===== src/rtl/dmem_arbiter.sv =====
// dmem_arbiter: shares the single data memory port between the core load/store
// path and a host requester (program loader / debug port).
// Optional feature macro: DMEM_ARB_FAIR_EN enables the host burst lock and the
// fairness preempt, both bounded by MaxRun. Without it, the core has strict
// priority and the host only uses cycles the core leaves idle.
module dmem_arbiter #(
  parameter int AddressWidth = 10,
  parameter int MaxRun       = 8
) (
  input  logic                    clk_i,
  input  logic                    rst_i,
  // core load/store path
  input  logic                    core_req_i,
  input  logic                    core_wr_en_i,
  input  logic [AddressWidth-1:0] core_addr_i,
  input  logic [31:0]             core_wr_data_i,
  input  logic [2:0]              core_funct3_i,
  output logic                    core_stall_o,
  output logic [31:0]             core_r_data_o,
  // host requester
  input  logic                    host_req_i,
  input  logic                    host_wr_en_i,
  input  logic [AddressWidth-1:0] host_addr_i,
  input  logic [31:0]             host_wr_data_i,
  input  logic [2:0]              host_funct3_i,
  output logic                    host_gnt_o,
  output logic                    host_rvalid_o,
  output logic [31:0]             host_r_data_o,
  // data memory port
  output logic                    mem_r_en_o,
  output logic                    mem_wr_en_o,
  output logic [AddressWidth-1:0] mem_addr_o,
  output logic [31:0]             mem_wr_data_o,
  output logic [2:0]              mem_funct3_o,
  input  logic [31:0]             mem_r_data_i
);

  logic core_gnt;
  logic host_gnt;

`ifdef DMEM_ARB_FAIR_EN
  typedef enum logic [1:0] {
    IDLE = 2'd0,
    CORE = 2'd1,
    HOST = 2'd2
  } owner_e;

  localparam logic [7:0] RunMax = 8'(MaxRun);

  owner_e     state_q;
  logic [7:0] run_cnt_q;
  logic       lock_ok;

  // Grant decision: host burst lock, then fairness preempt, then core priority.
  always_comb begin
    // NOTE: every combinationally assigned signal gets a default first so no
    // path through the if/else chain can leave it unassigned and infer a latch.
    core_gnt = 1'b0;
    host_gnt = 1'b0;
    lock_ok  = (run_cnt_q < RunMax) || !core_req_i;
    if (host_req_i && state_q == HOST && lock_ok) begin
      host_gnt = 1'b1;
    end else if (host_req_i && state_q == CORE && run_cnt_q == RunMax) begin
      host_gnt = 1'b1;
    end else if (core_req_i) begin
      core_gnt = 1'b1;
    end else if (host_req_i) begin
      host_gnt = 1'b1;
    end
  end

  // Owner FSM and run-length counter: remember who held the port last cycle
  // and for how many consecutive cycles.
  always_ff @(posedge clk_i or negedge rst_i) begin
    if (!rst_i) begin
      state_q   <= IDLE;
      run_cnt_q <= 8'd0;
    end else if (core_gnt) begin
      // NOTE: state registers use non-blocking assignments so every flop
      // samples the pre-edge values regardless of statement order.
      state_q   <= CORE;
      run_cnt_q <= (state_q != CORE) ? 8'd1
                 : (run_cnt_q < RunMax) ? run_cnt_q + 8'd1 : run_cnt_q;
    end else if (host_gnt) begin
      state_q   <= HOST;
      run_cnt_q <= (state_q != HOST) ? 8'd1
                 : (run_cnt_q < RunMax) ? run_cnt_q + 8'd1 : run_cnt_q;
    end else begin
      state_q   <= IDLE;
      run_cnt_q <= 8'd0;
    end
  end
`else
  // Strict core priority: the host only gets cycles the core leaves idle, so
  // no ownership history is needed.
  always_comb begin
    core_gnt = core_req_i;
    host_gnt = host_req_i && !core_req_i;
  end
`endif

  // Memory port mux: the granted side drives the port; with no grant the core
  // fields pass through with both enables held low.
  always_comb begin
    if (host_gnt) begin
      mem_addr_o    = host_addr_i;
      mem_wr_data_o = host_wr_data_i;
      mem_funct3_o  = host_funct3_i;
      mem_wr_en_o   = host_wr_en_i;
      mem_r_en_o    = !host_wr_en_i;
    end else begin
      mem_addr_o    = core_addr_i;
      mem_wr_data_o = core_wr_data_i;
      mem_funct3_o  = core_funct3_i;
      mem_wr_en_o   = core_gnt && core_wr_en_i;
      mem_r_en_o    = core_gnt && !core_wr_en_i;
    end
  end

  // Requester-facing status.
  always_comb begin
    core_stall_o  = core_req_i && !core_gnt;
    core_r_data_o = mem_r_data_i;
    host_gnt_o    = host_gnt;
  end

  // Host read return: capture the memory read on a granted host read and
  // present it for exactly one cycle afterwards.
  always_ff @(posedge clk_i or negedge rst_i) begin
    if (!rst_i) begin
      host_rvalid_o <= 1'b0;
      host_r_data_o <= 32'd0;
    end else begin
      host_rvalid_o <= host_gnt && !host_wr_en_i;
      if (host_gnt && !host_wr_en_i) begin
        host_r_data_o <= mem_r_data_i;
      end
    end
  end

endmodule


===== config.mk =====
export PLATFORM = sky130hd
export DESIGN_NAME = dmem_arbiter
export DESIGN_NICKNAME = d
export VERILOG_FILES = /design/src/rtl/dmem_arbiter.sv
export SDC_FILE = /design/constraint.sdc
export NUM_CORES = 1
export LEC_CHECK = 0
export BUFFER_PORTS_ARGS = -buffer_cell sky130_fd_sc_hd__buf_2
export CORE_MARGIN = 8
export CORE_UTILIZATION = 35
export CTS_BUF_LIST = sky130_fd_sc_hd__clkbuf_4
export CTS_CLUSTER_DIAMETER = 150
export DETAILED_ROUTE_END_ITERATION = 10
export PLACE_DENSITY = 0.95
export RECOVER_POWER = 50
export SETUP_SLACK_MARGIN = 0.4
export SLEW_MARGIN = 10
export SYNTH_ARGS = -nofsm -noshare
export SYNTH_HDL_FRONTEND = slang
export SYNTH_SLANG_ARGS = --single-unit

===== constraint.sdc =====
create_clock -name clk_i -period 1.1 [get_ports clk_i]
set_input_delay 0.055 -clock clk_i [delete_from_list [all_inputs] [get_ports clk_i]]
set_output_delay 0.055 -clock clk_i [all_outputs]
set_load 0.02 [all_outputs]

==> qor.yml <==
outcome: "complete, but fails checks"
violations: "negative hold slack"
rows: 28
portBuffers: 240
arrival_ns: 1.29
final_cell_mix: "buf_2 (125), buf_6 (87), mux2_4 (71)"
grt_setup_unrepaired: "yes"
die_h_um: 93.0
irDropWorstVdd_mv: 0.964
wl_um: 12300
dp_hpwl_um: 8250
antenna_found_initial: 2
cp-end-kind: "flop"
grt_overflow_total: 0
yosys.area.top_type: "mux2_2"
synth_cell_types: 12
clock.fmax_mhz: 933
seq_power_share_pct: 30.4
p_clk_share_pct: 17.1
cts_max_path_buffers: 2
finalCritPeriodShare_pct: 97.4
finalPower_uw: 5370
layout-drive-gt1-share_pct: 81.6
synth_top_area_share_pct: 41.2
post-route-util_pct: 76.3
synth_nets: 286
layout_commonest_cell: "buf_2"
p_int_uw: 3500
dieArea_um2: 8650
cp.required_ns: 1.32
power.density_nw_per_um2: 1210
grtUsageTotal_pct: 23.1
drt_iter0_markers: 71
cp_cell_sequence: "buf_6, clkbuf_1, nor3b_2, buf_6, buf_4, mux2_1"
reg2reg_to: "host_r_data_o[21]$_DFFE_PN0P_"
holdWs_ns: -0.0474
ctsHoldBuffers: 1
grt_max_degree: 19
cts_tree: "built"
maxCapViolations: 0
clock_sinks: 33
min_from: "mem_r_data_i[30]"
vias: 2313
setup_viol: 0
gp_congestion: 1.03
initial_core_util_pct: 35.7
cts_root_buffer: "clkbuf_4"
skew_ns: 0
postRouteAntennaNets: 0
remaining_drc_errors: 0
hold_end: "host_r_data_o[30]$_DFFE_PN0P_"
coreArea_um2: 5820
grt_pass1_vias: 2597
pwr-share-comb_pct: 52.5
cts.htree.levels: 2
ff2ff_path_depth: 2
yosysWarningCount: 0
io_pins: 242
cp_max_fo: 8
critical-path-max-stage-delay_ns: 0.36
grt_pass1_wl_um: 15400
power_switching_uw: 1870
finalMaxSlewViolations: 0
syn_to_final_growth_pct: 114
r2r_start: "host_r_data_o[21]$_DFFE_PN0P_"
hold_viol_final: 29
yosysSeqAreaShare_pct: 39.8
fin_crit_ns: 1.07
syn_inst: 158
synth_area_um2: 2080
hold_depth: 2
swShare_pct: 34.8
slowest_stage: "mux2_1"
hp-class: "in2reg"
cts_buffers: 5
insertion_delay_ns: 0.33
cpMostUsedCell: "buf_6"
dr.pass1.iters: 4
synth.avg_cell_area_um2: 13.1
rrSetupSlack_ns: 0.12
vias_per_cell: 4.74
synth-seq-cells: 33
path_class: "in2reg"
finalNetCount: 539
worst_setup_path_start_kind: "input pin"
clk_pin_slew_worst_paths_ns: 0.12
die_x_um: 93.0
wl_per_cell_um: 25.2
synth_area_leaders: "mux2_2 (41%), dfrtp_1 (40%), buf_4 (12%)"
cellLeakagePower_uw: 0.00241
## worst max-delay path: cells and delay by family
kind                   cells  cell delay (ns)
buffers and inverters      4             0.58
multiplexers               1             0.36
AND/OR/NAND/NOR            1             0.29
## sequential cells by signal, summed over array words and instances, names as in the netlist
register       count
host_r_data_o     32
host_rvalid_o      1
## how the worst max path moves through the flow
stage	start	endpoint	depth (start not counted)
floorplan	core_req_i	host_r_data_o[22]$_DFFE_PN0P_	3
global placement	core_req_i	host_r_data_o[17]$_DFFE_PN0P_	4
detailed placement	core_req_i	host_r_data_o[3]$_DFFE_PN0P_	4
CTS	core_req_i	mem_wr_data_o[16]	5
global route	core_req_i	host_r_data_o[28]$_DFFE_PN0P_	6
finish	core_req_i	host_r_data_o[28]$_DFFE_PN0P_	6
## logic make-up after synthesis
kind of cell,after synthesis,share of synthesized area (%)
compound gates,2,0.724
buf+inv,43,16.3
flops,33,39.8
mux,77,41.8
other cells,1,0.181
simple gates,2,1.21
## power by group through the flow
stage	sequential, uW	clock, uW	combinational (uW)
global route	1650	1000	2930
detailed placement	1570	0	1930
finish	1630	919	2820
CTS	1610	942	2520
global placement	1560	0	1880
floorplan	1850	0	900
## cell type report
type                            instances  area, um2
Multi-Input combinational cell         83       1210
Fill cell                             405       1380
Tap cell                               75       93.8
Antenna cell                            1       2.50
Timing Repair Buffer                  286       2210
Sequential cell                        33        826
Clock buffer                            5       37.5
Inverter                                2       10.0
Clock inverter                          3       46.3
## per-layer routing
layer	up-vias	global-route usage [%]	routed length (um)
li1	1027	-	-
met1	1120	24.2	4380
met2	138	43.5	6700
met3	24	6.89	910
met4	4	6.44	289
met5	-	0	32
## Yosys cell counts, drive strengths merged
library cell and number:
a22o 1, inv 2, dfrtp 33, o22ai 1, buf 41, conb 1
nor3b 1, nand2b 1, mux2 77
## what timing repair did
item / CTS / global route
setup endpoints to repair: 113 / 116
buffers inserted: 14 / 14
hold endpoints to repair: 65 / 32
pin swaps: 1 / 2
resized for setup: 126 / 108
cloned: 5 / 5
## per-stage QoR
| step | instances | hold slack (ns) | worst slack, ns | instance area, um2 | TNS (ns) |
|---|---|---|---|---|---|
| after global placement | 440 | 0.0102 | -0.0234 | 3360 | -0.638 |
| after detailed placement | 440 | 0.0166 | -0.0625 | 3360 | -1.63 |
| after CTS | 468 | -0.0583 | 0.0144 | 4100 | 0 |
| final | 488 | -0.0474 | 0.0283 | 4440 | 0 |
| after floorplan | 158 | -0.241 | 0.0938 | 2300 | 0 |
| after global routing | 487 | -0.0612 | 0.0253 | 4430 | 0 |
(Power assumes the default switching activity.)
